## config.mk

```make
export PLATFORM = sky130hd
export DESIGN_NAME = sevenseg_scan_driver
export DESIGN_NICKNAME = d
export VERILOG_FILES = /design/src/rtl/sevenseg_scan_driver.sv
export SDC_FILE = /design/constraint.sdc
export NUM_CORES = 1
export LEC_CHECK = 0
export CORE_UTILIZATION = 45
export DETAILED_ROUTE_END_ITERATION = 7
export HOLD_SLACK_MARGIN = 0.1
export PLACE_DENSITY = 0.71
export SYNTH_ARGS = -nofsm -noshare
export SYNTH_HDL_FRONTEND = slang
export SYNTH_SLANG_ARGS = --single-unit
export TNS_END_PERCENT = 100
```

## constraint.sdc

```tcl
create_clock -name clk -period 2.65 [get_ports clk]
set_input_delay 0.53 -clock clk [delete_from_list [all_inputs] [get_ports clk]]
set_output_delay 0.53 -clock clk [all_outputs]
set_load 0.05 [all_outputs]
```

## src/rtl/sevenseg_scan_driver.sv

```systemverilog
// Multiplexed 4-digit common-anode 7-segment driver for an mm:ss stopwatch.
// Shadow-captures BCD digits once per scan; handles leading-zero blanking, colon blink and global blank.
module sevenseg_scan_driver #(
  parameter int SCAN_DIV    = 50000,
  parameter int BLINK_SCANS = 250,
  parameter bit LZB_EN      = 1'b1
) (
  input  logic       clk,
  input  logic       reset,
  input  logic [2:0] m1,
  input  logic [3:0] m2,
  input  logic [2:0] s1,
  input  logic [3:0] s2,
  input  logic       blank,
  input  logic       colon_blink,
  output logic [3:0] an_n,
  output logic [6:0] seg_n,
  output logic       dp_n
);

  localparam int DIV_W = (SCAN_DIV > 1) ? $clog2(SCAN_DIV) : 1;
  localparam int BLK_W = (BLINK_SCANS > 1) ? $clog2(BLINK_SCANS) : 1;
  localparam logic [DIV_W-1:0] DIV_LAST = DIV_W'(SCAN_DIV - 1);
  localparam logic [BLK_W-1:0] BLK_LAST = BLK_W'(BLINK_SCANS - 1);
  localparam logic [6:0] SEG_DASH = 7'b0111111;

  logic [DIV_W-1:0] div_cnt;
  logic [1:0]       idx;
  logic [BLK_W-1:0] scan_cnt;
  logic             colon_ph;
  logic             primed;
  logic [2:0]       sh_m1, sh_s1;
  logic [3:0]       sh_m2, sh_s2;

  logic             tick, wrap, capture;
  logic [3:0]       sel_digit;
  logic             sel_tens;
  logic             lead_zero;
  logic             colon_on;
  logic [3:0]       an_d;
  logic [6:0]       seg_d;
  logic             dp_d;

  function automatic logic [6:0] seg_decode(input logic [3:0] v, input logic tens);
    if (tens && v > 4'd5) return SEG_DASH;
    case (v)
      4'd0:    return 7'b1000000;
      4'd1:    return 7'b1111001;
      4'd2:    return 7'b0100100;
      4'd3:    return 7'b0110000;
      4'd4:    return 7'b0011001;
      4'd5:    return 7'b0010010;
      4'd6:    return 7'b0000010;
      4'd7:    return 7'b1111000;
      4'd8:    return 7'b0000000;
      4'd9:    return 7'b0010000;
      default: return SEG_DASH;
    endcase
  endfunction

  assign tick    = (div_cnt == DIV_LAST);
  assign wrap    = tick && (idx == 2'd3);
  // Until the first post-reset cycle the shadows hold zeros, so capture immediately once.
  assign capture = wrap || !primed;

  // NOTE: sequential state uses non-blocking assignments so every register samples pre-edge values.
  always_ff @(posedge clk) begin
    if (reset) begin
      div_cnt  <= '0;
      idx      <= 2'd0;
      scan_cnt <= '0;
      colon_ph <= 1'b1;
      primed   <= 1'b0;
      sh_m1    <= 3'd0;
      sh_m2    <= 4'd0;
      sh_s1    <= 3'd0;
      sh_s2    <= 4'd0;
    end else begin
      div_cnt <= tick ? '0 : div_cnt + DIV_W'(1);
      if (tick) idx <= idx + 2'd1;
      primed <= 1'b1;
      if (capture) begin
        sh_m1 <= m1;
        sh_m2 <= m2;
        sh_s1 <= s1;
        sh_s2 <= s2;
      end
      if (wrap) begin
        if (scan_cnt == BLK_LAST) begin
          scan_cnt <= '0;
          colon_ph <= ~colon_ph;
        end else begin
          scan_cnt <= scan_cnt + BLK_W'(1);
        end
      end
    end
  end

  // NOTE: every signal driven here gets a default first, so no path can infer a latch.
  always_comb begin
    sel_digit = sh_s2;
    sel_tens  = 1'b0;
    case (idx)
      2'd0: begin sel_digit = sh_s2;         sel_tens = 1'b0; end
      2'd1: begin sel_digit = {1'b0, sh_s1}; sel_tens = 1'b1; end
      2'd2: begin sel_digit = sh_m2;         sel_tens = 1'b0; end
      2'd3: begin sel_digit = {1'b0, sh_m1}; sel_tens = 1'b1; end
      default: ;
    endcase
    lead_zero = LZB_EN && (idx == 2'd3) && (sh_m1 == 3'd0);
    colon_on  = colon_blink ? colon_ph : 1'b1;
    an_d      = (blank || lead_zero) ? 4'b1111 : ~(4'b0001 << idx);
    seg_d     = seg_decode(sel_digit, sel_tens);
    dp_d      = !((idx == 2'd2) && colon_on && !blank);
  end

  // Anode, segments and DP register on the same edge so no digit ever shows its neighbour's pattern.
  always_ff @(posedge clk) begin
    if (reset) begin
      an_n  <= 4'b1111;
      seg_n <= 7'b1111111;
      dp_n  <= 1'b1;
    end else begin
      an_n  <= an_d;
      seg_n <= seg_d;
      dp_n  <= dp_d;
    end
  end

endmodule

```

==> summary.txt <==
CP max FO -> 9
Total chip power -> 1.589 mW
CP required -> 2.85 ns
WL per Instance -> 12.96 um
Most frequent cell after synthesis -> dfxtp_1
Critical path capture point type -> flop
Tcrit/Tclk final -> 0.8999
Max clock buf depth -> 2
Cts hold-fix bufs -> 0
CTS H-tree lvls -> 2
Yosys cell types -> 53
Final #Nets -> 349
Ant diodes -> 0
I/O pins -> 30
Initial antenna violation count -> 0
Synth top area cells -> dfxtp_1 (41%), nand2_1 (6.7%), mux2i_1 (6.5%), ha_1 (6.2%), xnor2_1 (3.3%)
Die area -> 0.006143 mm^2
Cell Rows -> 27
Worst VDD drop -> 0.1909 mV
Post-synthesis instance area -> 0.002625 mm^2
CP startpoint -> idx[0]
Root Driver -> clkbuf_8
CP Data Arrival Time -> 2.58 ns
GRT Total Usage -> 0.1812
Syn Area/Cell -> 9.052 um^2
Fraction of registers with async set/reset -> 0
Clock skew -> 0.003477 ns
Pleak -> 1.238 nW
Power per cell area -> 515.6 mW/mm^2
Clk Latency, worst-skew pair -> 0.30 ns
Startpoint types -> flop
Die Y -> 78.38 um
Reg-to-reg critical path startpoint -> idx[0]
Sequential cell area -> 0.001081 mm^2
Outcome -> finished clean
Top cell type's share of synthesized area -> 0.4118
DRT Pass-1 Iters -> 5
Layout cells sized above 1 -> 0.08464
EDFF count, synth -> 0
Gr ovfl total -> 0
Dpl cell area -> 0.002964 mm^2
Seq/Total Area, Yosys -> 0.4118
Post-DP HPWL -> 3615 um
Setup TNS -> 0 ns
Hold WC Path Type -> flop to flop
Layout Cell Area excl Fill -> 0.003082 mm^2
Clock power share -> 0.342
Flop pwr share -> 0.540
Internal -> 1.199 mW
Post-synthesis cell count -> 290
Synthesized Nets -> 321
Routability cong. -> 0.8529
Post-route ant nets -> 0
TritonCTS Buffers -> 5
Utilization after layout -> 0.5529
Max Slew Vio Count -> 0
Worst Hold Slack -> 0.4686 ns
Top post-synthesis cells by count -> dfxtp_1 (54), nand2_1 (47), nor2_1 (19)
Switching share of power -> 0.2451
Multi-input logic area -> 0.001418 mm^2
Clock sink count -> 54
DR vias -> 2104
Die width -> 78.38 um
Post-layout min period -> 2.385 ns
Synth Warn # -> 0
Count of input and output buffers -> 29
Clk pin slew, worst setup/hold paths -> 0.09 ns
Layout area overhead -> 17.40%
Primary FF master, synth -> dfxtp_1
First-pass GRT wire length -> 8963 um
Worst Tran Pin Value -> 0.5965 ns
DR DRC count -> 0
Final setup violation count -> 0
Max cap viols -> 0
Comb power frac -> 0.118
Highest Clock Rate -> 0.4194 GHz
Iter 0 DRT Violations -> 163
HP Start -> div_cnt[0]
P_sw -> 0.3894 mW
Initial Util -> 0.4709
Unrepaired setup endpoints after global routing -> false
Final Hold Viols -> 0
Final wirelength -> 5066 um
CTS tree -> built
Via density per instance -> 5.381
CP Class -> flop to flop
Slew headroom -> 0.6013
Core area -> 0.005574 mm^2
FF+latch count, synth -> 54
Largest net degree at the start of global routing -> 31
Fillers -> 529
Vias in the first global route -> 1964
Synth area leader -> dfxtp_1
==> power by group through the flow <==
stage               logic (mW)  clock network [mW]  registers, mW
finish                   0.188               0.543          0.858
global route             0.205               0.592          0.862
CTS                      0.187               0.558          0.858
detailed placement       0.186                   0          0.877
global placement         0.186                   0          0.877
floorplan               0.0802                   0          0.915
==> final cells by class <==
cell class / instances / area share
Clock buffer: 5 / 0.02233
Clock inverter: 3 / 0.01299
Inverter: 15 / 0.01827
Multi-Input combinational cell: 208 / 0.4600
Sequential cell: 54 / 0.3508
Tap cell: 72 / 0.02923
Timing Repair Buffer: 34 / 0.1064
==> stage by stage <==
| step | std cells | setup WS [ns] |
|---|---|---|
| finish | 391 | 0.2654 |
| global route | 391 | 0.03807 |
| CTS | 391 | 0.2101 |
| detailed placement | 383 | 0.2366 |
| global placement | 383 | 0.3380 |
| floorplan | 290 | 0.4385 |
==> repair_timing <==
item / in CTS / in global routing
setup buffers: 0 / 0
gates resized for setup: 0 / 2
setup endpoints to repair: 0 / 1
==> routing by layer <==
layer | track usage | vias up | wire length [um]
met3 | 0.03372 | 7 | 184
li1 | - | 1090 | -
met4 | 0.07222 | 0 | 79
met5 | 0 | - | 0
met2 | 0.2684 | 42 | 2189
met1 | 0.2579 | 965 | 2612
==> flip-flops by register name, indices dropped and copies added (netlist names), 2 cells and up <==
register / flops
scan_cnt: 8
sh_s2: 4
sh_m1: 3
sh_s1: 3
div_cnt: 16
idx: 2
an_n: 4
sh_m2: 4
seg_n: 7
==> cell families after synthesis <==
family	count (synthesis)	share of synthesized area
AOI/OAI and AO/OA	41	0.1149
xor gates and xnor gates	13	0.04337
adders and majority gates	13	0.06197
buffers and inverters	28	0.05147
DFF	54	0.4118
muxes	17	0.06482
and+or+nand+nor	124	0.2517
==> worst max-delay path, stage by stage, from the launching register on <==
cell     delay, ns
dfxtp_1       0.36
inv_1         0.11
ha_1          0.36
mux2i_1       0.40
inv_1         0.14
ha_1          0.25
nor3_2        0.28
nor3b_1       0.09
a211o_1       0.29
==> cells in the final DEF (no fill, tap or decap), types with 10 or more instances in the layout <==
cell type	count
nand2_1	47
dfxtp_1	54
inv_1	14
xnor2_1	10
nor2_1	19
nand3_1	11
clkdlybuf4s50_1	29
mux2i_1	17
ha_1	13
==> final timing paths <==
kind	slack (ns)	to	cells past startpoint
max	0.27	seg_n[6]	8
max reg2reg	0.27	seg_n[6]	8
min reg2reg	0.47	div_cnt[0]	1
min	0.47	div_cnt[0]	1
(Power assumes the default switching activity.)
